==> config.mk <==
export PLATFORM = sky130hd
export DESIGN_NAME = mem_responder_4bit
export DESIGN_NICKNAME = d
export VERILOG_FILES = /design/src/rtl/custom_types.sv /design/src/rtl/wait_counter.sv /design/src/rtl/mem_responder_4bit.sv
export SDC_FILE = /design/constraint.sdc
export NUM_CORES = 1
export LEC_CHECK = 0
export ABC_AREA = 1
export CORE_MARGIN = 4
export CORE_UTILIZATION = 46
export CTS_CLUSTER_SIZE = 25
export DETAILED_ROUTE_END_ITERATION = 16
export HOLD_SLACK_MARGIN = 0.02
export PLACE_DENSITY = 0.72
export SKIP_CTS_REPAIR_TIMING = 1
export SKIP_LAST_GASP = 1
export SYNTH_ARGS = -nofsm -noshare
export SYNTH_HDL_FRONTEND = slang
export SYNTH_SLANG_ARGS = --single-unit
==> constraint.sdc <==
create_clock -name clk -period 2.6 [get_ports clk]
set_input_delay 0.52 -clock clk [delete_from_list [all_inputs] [get_ports clk]]
set_output_delay 0.52 -clock clk [all_outputs]
set_load 0.02 [all_outputs]
==> src/rtl/custom_types.sv <==
// -----------------------------------------------------------------------------
// custom_types
// Shared types for the memory responder slice.
//   resp_state_t : responder FSM states (IDLE, WAIT, RESP)
//   CNT_W        : width of the wait-state counter (covers 0..15 wait states)
// -----------------------------------------------------------------------------
package custom_types;

    typedef enum logic [1:0] {
        IDLE = 2'd0,
        WAIT = 2'd1,
        RESP = 2'd2
    } resp_state_t;

    localparam int CNT_W = 4;

endpackage

==> src/rtl/wait_counter.sv <==
// -----------------------------------------------------------------------------
// wait_counter
// Loadable down-counter that times the wait states of the responder.
//   clk      : clock, rising edge
//   reset    : asynchronous, active-low; clears the count to 0
//   load     : load load_val (takes priority over dec)
//   load_val : value loaded on load
//   dec      : decrement by one, saturating at 0
//   done     : count is 1, i.e. the final wait cycle is in progress
// -----------------------------------------------------------------------------
module wait_counter
    import custom_types::*;
#(
    parameter int W = CNT_W
) (
    input  logic         clk,
    input  logic         reset,
    input  logic         load,
    input  logic [W-1:0] load_val,
    input  logic         dec,
    output logic         done
);

    logic [W-1:0] count;

    // NOTE: state registers use non-blocking assignments so every flop samples
    // the pre-edge values of the others, independent of block ordering.
    always_ff @(posedge clk or negedge reset) begin
        if (!reset) begin
            count <= '0;
        end else if (load) begin
            count <= load_val;
        end else if (dec && (count != '0)) begin
            count <= count - W'(1);
        end
    end

    // The state that sees done leaves WAIT on the next edge, so a load of N
    // yields exactly N wait cycles.
    assign done = (count == W'(1));

endmodule

==> src/rtl/mem_responder_4bit.sv <==
// -----------------------------------------------------------------------------
// mem_responder_4bit
// Single-outstanding request/response memory with programmable wait states.
// A request is captured in IDLE, optionally delayed WAIT_CYCLES cycles, and the
// memory is accessed once on the edge that enters RESP. The response is held
// until the initiator accepts it.
//   clk        : clock, rising edge
//   reset      : asynchronous, active-low; clears FSM, outputs and memory
//   req_valid  : request present          req_ready : request accepted (IDLE)
//   req_write  : 1 = write, 0 = read      req_addr  : word address
//   req_wdata  : write data
//   rsp_valid  : response present (RESP)  rsp_ready : initiator takes response
//   rsp_rdata  : read data, 0 for writes and errors
//   rsp_err    : address at or above MEM_DEPTH
// -----------------------------------------------------------------------------
module mem_responder_4bit
    import custom_types::*;
#(
    parameter int ADDR_W      = 4,
    parameter int DATA_W      = 4,
    parameter int MEM_DEPTH   = 12,
    parameter int WAIT_CYCLES = 1
) (
    input  logic              clk,
    input  logic              reset,
    input  logic              req_valid,
    output logic              req_ready,
    input  logic              req_write,
    input  logic [ADDR_W-1:0] req_addr,
    input  logic [DATA_W-1:0] req_wdata,
    output logic              rsp_valid,
    input  logic              rsp_ready,
    output logic [DATA_W-1:0] rsp_rdata,
    output logic              rsp_err
);

    resp_state_t       state, state_nxt;

    logic              cap_write;
    logic [ADDR_W-1:0] cap_addr;
    logic [DATA_W-1:0] cap_wdata;

    logic [DATA_W-1:0] mem [MEM_DEPTH];

    logic              cnt_load, cnt_dec, cnt_done;
    logic              enter_resp;
    logic              acc_write, acc_in_range;
    logic [ADDR_W-1:0] acc_addr;
    logic [DATA_W-1:0] acc_wdata;

    wait_counter #(.W(CNT_W)) u_wait_counter (
        .clk      (clk),
        .reset    (reset),
        .load     (cnt_load),
        .load_val (CNT_W'(WAIT_CYCLES)),
        .dec      (cnt_dec),
        .done     (cnt_done)
    );

    // NOTE: every signal written here gets a default first, so no path through
    // the case leaves a value unassigned and no latch is inferred.
    always_comb begin
        state_nxt = state;
        req_ready = 1'b0;
        rsp_valid = 1'b0;
        cnt_load  = 1'b0;
        cnt_dec   = 1'b0;
        case (state)
            IDLE: begin
                req_ready = 1'b1;
                if (req_valid) begin
                    if (WAIT_CYCLES == 0) begin
                        state_nxt = RESP;
                    end else begin
                        state_nxt = WAIT;
                        cnt_load  = 1'b1;
                    end
                end
            end
            WAIT: begin
                cnt_dec = 1'b1;
                if (cnt_done) state_nxt = RESP;
            end
            RESP: begin
                rsp_valid = 1'b1;
                if (rsp_ready) state_nxt = IDLE;
            end
            default: state_nxt = IDLE;
        endcase
    end

    assign enter_resp = (state != RESP) && (state_nxt == RESP);

    // With no wait states RESP is entered on the capture edge itself, so the
    // live request fields are exactly the ones being captured.
    assign acc_write    = (state == IDLE) ? req_write : cap_write;
    assign acc_addr     = (state == IDLE) ? req_addr  : cap_addr;
    assign acc_wdata    = (state == IDLE) ? req_wdata : cap_wdata;
    assign acc_in_range = int'(acc_addr) < MEM_DEPTH;

    always_ff @(posedge clk or negedge reset) begin
        if (!reset) begin
            state     <= IDLE;
            cap_write <= 1'b0;
            cap_addr  <= '0;
            cap_wdata <= '0;
        end else begin
            state <= state_nxt;
            if ((state == IDLE) && req_valid) begin
                cap_write <= req_write;
                cap_addr  <= req_addr;
                cap_wdata <= req_wdata;
            end
        end
    end

    // NOTE: the storage array is cleared by reset here because the design
    // promises all-zero contents after reset; a plain RAM macro would not.
    always_ff @(posedge clk or negedge reset) begin
        if (!reset) begin
            for (int i = 0; i < MEM_DEPTH; i++) mem[i] <= '0;
            rsp_rdata <= '0;
            rsp_err   <= 1'b0;
        end else if (enter_resp) begin
            if (!acc_in_range) begin
                rsp_err   <= 1'b1;
                rsp_rdata <= '0;
            end else if (acc_write) begin
                mem[acc_addr] <= acc_wdata;
                rsp_err       <= 1'b0;
                rsp_rdata     <= '0;
            end else begin
                rsp_err   <= 1'b0;
                rsp_rdata <= mem[acc_addr];
            end
        end else if ((state == RESP) && rsp_ready) begin
            rsp_err   <= 1'b0;
            rsp_rdata <= '0;
        end
    end

endmodule
Yosys cells after proc, flatten, opt, wreduce, memory -nomap -nowiden
Cells that the tools add are included.

Register bits: 68. Input bits: 13. Word-level logic and storage cells: 66.

$add $sub $neg: 1. $lt $le $gt $ge: 3. Eq/ne operators: 5. Muxes and demuxes: 27. Bitwise logic cells: 1. Reduce and logical (&&, ||, !) cells: 10.

Operators by type and width (count): $bwmux W48 (1); $mux W4 (11); $bmux W4 S4 (1); $demux W4 S4 (1); $mux W1 (9); $mux W2 (3); $pmux W2 S3 (1); $ge A5 B5 Y1 const B (1); $logic_and A1 B1 Y1 (5); $lt A5 B1 Y1 const B (1); $not A4 Y5 (1); $eq A2 B2 Y1 const B (2); $eq A4 B1 Y1 const B (1); $lt A4 B4 Y1 const B (1); $reduce_bool A2 Y1 (2); $reduce_bool A4 Y1 (1); $sub A4 B1 Y4 const B (1); $reduce_and A3 Y1 (1); $eq A2 B1 Y1 const B (1); $logic_not A2 Y1 (1); $ne A2 B2 Y1 const B (1).

Logic depth before layout (Yosys ltp)
Gate-level depths: netlist of run 1.

Word-level depth: 9. Mapped depth: 13.

By module
Synthesis of run 1 repeated with hierarchy kept, for this count alone.

Cells, all modules: 534. Area total of the unflattened synthesis: 3829.9 um^2.

By module, submodules not included: mem_responder_4bit (instances 1, cells an instance 497, area each 3548.4 um^2, sequential area each 1601.5 um^2); wait_counter (instances 1, cells an instance 37, area each 281.5 um^2, sequential area each 100.1 um^2).

Worst setup path before layout of run 1
Ideal clock, no wire load.

Path kind: register to register. Start point: register state[0]. End point: register mem[32] in the netlist's numbering. Library setup time: 0.132 ns. Arrival: 1.566 ns. Required time: 2.468 ns. Slack: 0.902 ns. Cell stages (with the launch flop): 9. Cells stage by stage: dfrtp_1 -> nor2_2 -> buf_6 -> o21ai_1 -> nor2_4 -> buf_12 -> nand3_4 -> nand2_1 -> o21ai_1.

Word-level cells in the longest chain between the ends: 8. Elaborated cells on any way between the ends: 22. Those cells by class: 3 x order compare; 4 x eq/ne; 10 x mux; 1 x bitwise; 4 x reduce/logical.

RTL lines: start: declaration (line mem_responder_4bit.sv:37) `resp_state_t state, state_nxt;`; start signal: assignment (line mem_responder_4bit.sv:108) `state <= state_nxt;`; $logic_not A2 Y1; $mux W4 (line mem_responder_4bit.sv:97) `assign acc_addr = (state == IDLE) ? req_addr : cap_addr;`; $not A4 Y5 (not written as such) (line mem_responder_4bit.sv:129) `mem[acc_addr] <= acc_wdata;`; $ge A5 B5 Y1 (not written as such) or $lt A5 B1 Y1 (tied branches) (line mem_responder_4bit.sv:129); $logic_and A1 B1 Y1 (not written as such) (line mem_responder_4bit.sv:129); $mux W4 (not written as such) (line mem_responder_4bit.sv:129); $demux W4 S4 (line mem_responder_4bit.sv:129); $bwmux W48 (line mem_responder_4bit.sv:129); end signal: indexed assignment (line mem_responder_4bit.sv:129); end: declaration (line mem_responder_4bit.sv:43) `logic [DATA_W-1:0] mem [MEM_DEPTH];`.

Several ways; a longest one is shown, not always the timed one. A chain may end at the register's enable or synchronous reset.

Worst setup path after layout of run 1
Start point: register state[0]. End point: output req_ready.

Word-level cells in the longest chain between the ends: 2.

RTL lines: $logic_not A2 Y1 (line mem_responder_4bit.sv:68) `case (state)`; $mux W1 (line mem_responder_4bit.sv:68); end: declaration (line mem_responder_4bit.sv:27) `output logic req_ready,`.

No other way between the ends.

==> results of run 1 <==
==> metal layers <==
layer | vias up | routed length (um) | track usage [%]
met4 | 0 | 150 | 6.371
met3 | 14 | 474 | 5.191
met1 | 1339 | 3857 | 25.63
met5 | - | 0 | 0
met2 | 63 | 3576 | 28.18
li1 | 1504 | - | -
==> cell type report <==
| cell class | count | area (sq um) |
|---|---|---|
| fillers | 716 | 3527 |
| clock buffers | 11 | 141.4 |
| flip-flops and latches | 68 | 1702 |
| repair buffers | 31 | 275.3 |
| well taps | 102 | 127.6 |
| inverters | 54 | 206.4 |
| multi-input cells | 319 | 1633 |
| clock inverters | 5 | 75.07 |
==> worst min path at each step <==
stage                                        startpoint                                   to  slack, ps
floorplan                                         reset              cap_addr[0]$_DFFE_PN0P_        220
global placement    u_wait_counter.count[3]$_DFFE_PN0P_  u_wait_counter.count[3]$_DFFE_PN0P_        450
detailed placement  u_wait_counter.count[3]$_DFFE_PN0P_  u_wait_counter.count[3]$_DFFE_PN0P_        460
CTS                                               reset              cap_addr[1]$_DFFE_PN0P_        390
global route                                      reset              cap_addr[1]$_DFFE_PN0P_        440
finish                                            reset              cap_addr[1]$_DFFE_PN0P_        350
==> critical path: cells and delay by family (launching register included) <==
family	cells	cell delay, ps
buf+inv	1	680
simple gates	1	350
flops	1	430
==> cells in the final DEF (no fill, tap or decap), drive strengths merged, types with 10 or more instances in the layout <==
cell             n
buf             13
clkbuf          11
clkdlybuf4s50   18
dfrtp           68
inv             53
nand2          180
nand3           48
nor2            10
o21ai           65
==> flip-flops by register name (all words and copies together), names as in the netlist <==
name	cells
cap_addr	4
cap_wdata	4
cap_write	1
mem	48
rsp_err	1
rsp_rdata	4
state	2
u_wait_counter.count	4
==> synth_stat cells (all sizes together) <==
library cell,instances
nand2,180
clkinv,1
or2,1
clkbuf,6
nand3,48
o21ai,65
nand3b,2
o22ai,1
dfrtp,68
mux2i,4
buf,8
inv,53
and2,1
nor2,10
o31ai,1
ha,2
a21oi,3
a31oi,1
==> through the flow <==
stage / utilization [%] / total power, mW / std cells / worst slack [ps] / hold slack [ps]
final: 54.12 / 5.376 / 590 / 256.9 / 347.0
after global routing: 54.12 / 5.862 / 590 / 121.4 / 435.5
after CTS: 54.12 / 5.396 / 590 / 240.6 / 388.5
after detailed placement: 51.30 / 4.418 / 574 / 123.4 / 455.5
after global placement: 51.30 / 4.374 / 574 / 156.7 / 445.9
after floorplan: - / 3.655 / 455 / 902.2 / 224.4
==> kinds of logic (layout without fill, tap and decap cells) <==
family / Yosys count / count (layout) / synth area share (%)
AOI/OAI and AO/OA: 71 / 71 / 10.44
adders and majority gates: 2 / 2 / 0.6891
buffers and inverters: 68 / 101 / 8.167
DFF: 68 / 68 / 46.86
muxes: 4 / 4 / 1.103
and+or+nand+nor: 242 / 242 / 32.74
==> power breakdown <==
group	internal [mW]	total, mW	switching (mW)
clock network	0.561	0.961	0.400
logic	0.916	2.81	1.90
registers	1.40	1.60	0.199
==> impl_results.md, run 1 <==
* Status: finished, final reports clean
* Slowest CP cell: clkdlybuf4s50_1
* Starting Density at 47.23%
* Dpl cell area at 3944 sq um
* Syn_nets at 470
* Full die area at 9379 sq um
* Fraction of layout cells with a size suffix above 1 at 12.50%
* Fin Clk Skew at 9.538 ps
* TNS Setup at 0 ps
* CP Launch Type: flop
* WL/cell at 13.66 um
* WL final at 8.058 mm
* Die H at 96.85 um
* CTS tree: built
* Count of final hold-check violations at 0
* Most area-hungry cell type in the Yosys netlist: dfrtp_1
* R2R depth at 11
* Synth Cell Area at 3631 sq um
* CORE AREA at 7687 sq um
* CTS max path bufs at 2
* CTS root buffer: clkbuf_8
* Synth warn at 0
* Drt first pass iters at 4
* Crit path largest cell delay at 680 ps
* RSZ-0062 raised after global routing: no
* Crit Path Max Fanout at 6
* Sink Count at 68
* Crit. Startpoint: state[0]$_DFF_PN0_
* Largest net degree at the start of global routing at 69
* Clk_lat worst skew at 360 ps
* Number of library cell types mapped by synthesis at 30
* Cell Pwr Density at 1292 nW/um^2
* Setup crit end kind: primary output
* CP Capture Point: req_ready
* Via/cell ratio at 4.949
* Leak at 1.997 nW
* Cells along the critical path: nor2_2 > clkdlybuf4s50_1
* Syn-to-layout area delta at 14.58%
* Tot GR Track Use at 18.58%
* Post-synthesis sequential area ratio at 46.86%
* Antenna diode count at 0
* Flop2flop setup slack at 370 ps
* Vias in the first global route at 2922
* Avg Cell Area, Syn at 7.980 sq um
* WP data required at 2080 ps
* Max cap viols at 0
* ANT nets after route at 0
* I/O pin count at 20
* Number of synthesized register bits at 68
* IR Drop Worst-Case VDD at 0.0004605 V
* Reg-to-reg critical path startpoint: u_wait_counter.count[1]$_DFFE_PN0P_
* Critical Path AT at 1820 ps
* Mapped Cells at 455
* Min-delay worst type: input pin to async pin
* Total number of vias at 2920
* Worst-path clk slew at 80 ps
* R2r endpoint: mem[18]$_DFFE_PN0P_
* Overflow after GRT at 0
* Chip Width at 96.85 um
* Finished layout cell area at 4160 sq um
* H-tree depth at 3
* Critical path type: flop to primary output
* Setup violations, final at 0
* CTS buffer count at 9
* Post-layout min period at 2343 ps
* Worst slew margin at 42.71%
* Gpl congestion at 0.9018
* Top cell type's share of synthesized area at 46.86%
* DRT iter0 DRCs at 174
* Placed wire-length estimate at 5.546 mm
* Fmax at 426.8 MHz
* DRC at 0
* Final period utilization at 90.12%
* PortBufs at 19
* Nets at 498
* Initial antenna violation count at 0
* Rows at 32
* Slew @ Worst Pin at 859.3 ps
* Max Transition Viols Final at 0
* Synth area leaders: dfrtp_1 47%, nand2_1 18%, o21ai_1 7.0%
* Global-route wire length before repair at 14.14 mm
Note: power is estimated with default switching activity, not from simulation.
==> run 2: changes to the inputs <==
CORE_MARGIN = 3   (was 4)
GPL_TIMING_DRIVEN = 0   (was not set)
RECOVER_POWER = 50   (was not set)
==> run 2 against run 1 <==
  * The run now ends with max-capacitance violations, max-slew violations left
  * Flip-flop and latch count stayed put
  * Setup slack worse by 38 ps
  * First-iteration DRC count up 30%
  * Non-clock buffer count increased by 2
  * Register-to-register slack improved by 220 ps
  * Worst hold slack improved by 130 ps
  * Utilization grew 1.8 points
  * Count of clock-buffer cells in the layout did not move
  * Sequential power about the same
  * Die area is 4.1% lower
  * Maximum frequency down 1.6%
==> impl_results.md, run 2 (synthesized netlist as in run 1, its figures left out) <==
* Full die area at 8996 sq um (was 9379 sq um)
* Overflow after GRT at 0 (unchanged)
* Crit Path Max Fanout at 10 (was 6)
* CTS buffer count at 9 (unchanged)
* Largest Register: mem (unchanged)
* ANT nets after route at 0 (unchanged)
* Worst slew margin at -13.57% (was 42.71%)
* Worst-path clk slew at 80 ps (about the same)
* Met2 Wirelength at 3.539 mm (was 3.576 mm)
* PortBufs at 19 (unchanged)
* Antenna diode count at 0 (unchanged)
* CTS max path bufs at 2 (unchanged)
* CORE AREA at 7447 sq um (was 7687 sq um)
* Failing checks: max-capacitance violations, max-slew violations
* Final Hold Slack at 477.9 ps (was 347.0 ps)
* Tot GR Track Use at 20.43% (was 18.58%)
* Setup crit end kind: primary output (unchanged)
* Initial antenna violation count at 0 (unchanged)
* Metal1 wirelength at 3.872 mm (was 3.857 mm)
* Global-route wire length before repair at 14.03 mm (was 14.14 mm)
* Placed wire-length estimate at 5.565 mm (was 5.546 mm)
* Total number of vias at 2980 (was 2920)
* Critical Path AT at 1860 ps (was 1820 ps)
* Via/cell ratio at 5.059 (was 4.949)
* WL final at 7.998 mm (was 8.058 mm)
* Commonest non-fill, non-tap cell in the layout: nand2_1 (unchanged)
* Max Transition Viols Final at 69 (was 0)
* Slowest CP cell: clkdlybuf4s50_1 (unchanged)
* Highest routed layer: met4 (unchanged)
* Sink Count at 68 (unchanged)
* Pre-CTS setup slack at 278.8 ps (was 123.4 ps)
* Slew @ Worst Pin at 1704 ps (was 859.3 ps)
* Clk_lat worst skew at 350 ps (was 360 ps)
* Leak at 1.982 nW (was 1.997 nW)
* Largest delay contributor family on the critical path: buffers and inverters (unchanged)
* Final period utilization at 91.57% (was 90.12%)
* Max FFs per register at 48 (unchanged)
* IR Drop Worst-Case VDD at 0.0004987 V (was 0.0004605 V)
* Fraction of layout cells with a size suffix above 1 at 11.63% (was 12.50%)
* Fillers at 720 (was 716)
* Count of final hold-check violations at 0 (unchanged)
* Post-layout min period at 2381 ps (was 2343 ps)
* Nets at 500 (was 498)
* Drt first pass iters at 4 (unchanged)
* Chip Width at 94.85 um (was 96.85 um)
* Syn-to-layout area delta at 14.75% (was 14.58%)
* Non-filler cells, final at 589 (was 590)
* Max cap viols at 1 (was 0)
* Die H at 94.85 um (was 96.85 um)
* CTS tree: built (unchanged)
* CTS root buffer: clkbuf_8 (unchanged)
* CP bufs+invs at 2 (was 1)
* Cell Pwr Density at 1284 nW/um^2 (was 1292 nW/um^2)
* Final Power at 5.350 mW (was 5.376 mW)
* Crit path largest cell delay at 620 ps (was 680 ps)
* Status: finished, violations left (was finished, final reports clean)
* Starting Density at 48.76% (was 47.23%)
* DRT iter0 DRCs at 226 (was 174)
* CP Launch Type: flop (unchanged)
* Gpl congestion at 0.8813 (was 0.9018)
* Cells along the critical path: nor2_2 > buf_6 > clkdlybuf4s50_1 (was nor2_2 > clkdlybuf4s50_1)
* Min-delay worst type: flop to flop (was input pin to async pin)
* Fmax at 420.0 MHz (was 426.8 MHz)
* I/O pin count at 20 (unchanged)
* H-tree depth at 3 (unchanged)
* Setup violations, final at 0 (unchanged)
* Most frequent cells in the layout: 174 x nand2_1, 68 x dfrtp_1, 51 x o21ai_1, 49 x inv_1, 36 x nand3_1 (unchanged)
* WL met3 at 377 um (was 474 um)
* RSZ-0062 raised after global routing: no (unchanged)
* Final worst setup slack at 219.1 ps (was 256.9 ps)
* WL/cell at 13.58 um (was 13.66 um)
* DRC at 0 (unchanged)
* Largest net degree at the start of global routing at 69 (unchanged)
* Rows at 31 (was 32)
* Core Util, Final at 55.95% (was 54.12%)
* Cell count after placement at 573 (was 574)
* Fin Clk Skew at 11.13 ps (was 9.538 ps)
* Vias in the first global route at 2864 (was 2922)
* WP data required at 2080 ps (about the same)
* Critical path type: flop to primary output (unchanged)
-- run 2: cell types whose count changed in the layout (fill, tap and decap cells not counted), sizes merged --
cell / before / now
clkbuf: 11 / 18
buf: 13 / 8
clkinvlp: 0 / 1
clkinv: 4 / 3
-- run 2: layout make-up --
| class | instances | area, sq um | share of cell area [%] |
|---|---|---|---|
| multi-input cells | 319 | 1633 | 39.19 |
| clock inverters | 5 | 85.08 | 2.042 |
| plain buffers | 14 | 90.09 | 2.162 |
| clock buffers | 11 | 141.4 | 3.393 |
| flip-flops and latches | 68 | 1702 | 40.84 |
| well taps | 99 | 123.9 | 2.973 |
| inverters | 54 | 206.4 | 4.955 |
| repair buffers | 19 | 185.2 | 4.444 |
-- run 2: report_power, final --
part           leakage [nW]  internal (mW)  switching (mW)  total (mW)
Clock                 0.110          0.570           0.416       0.986
Sequential            0.914           1.40           0.188        1.59
Combinational         0.958          0.884            1.89        2.78
-- run 2: worst paths after layout --
kind	from	endpoint	slack, ps	cells after the start
min reg2reg	rsp_rdata[3]$_DFFE_PN0P_	rsp_rdata[3]$_DFFE_PN0P_	480	2
max reg2reg	state[0]$_DFF_PN0_	mem[13]$_DFFE_PN0P_	590	5
max in group asynchronous	reset	mem[17]$_DFFE_PN0P_	970	1
max	state[0]$_DFF_PN0_	req_ready	220	3
min in group asynchronous	reset	mem[35]$_DFFE_PN0P_	600	1
min	rsp_rdata[3]$_DFFE_PN0P_	rsp_rdata[3]$_DFFE_PN0P_	480	2
-- run 2: tightest hold or removal path, stage by stage, from the launching register on --
cell     delay [ps]
dfrtp_1         340
nand2_1          50
nand2_1          50
-- run 2: per-stage QoR --
stage                     setup TNS (ps)  area [sq um]
after detailed placement               0          3943
after global routing                   0          4167
after CTS                              0          4169
after floorplan                        0          3631
final                                  0          4167
after global placement            -86740          3945
-- run 2: layer usage --
layer / up-vias / track usage, %
met5: - / 0
met4: 0 / 8.534
met3: 19 / 5.418
met2: 67 / 30.83
met1: 1381 / 27.78
li1: 1513 / -
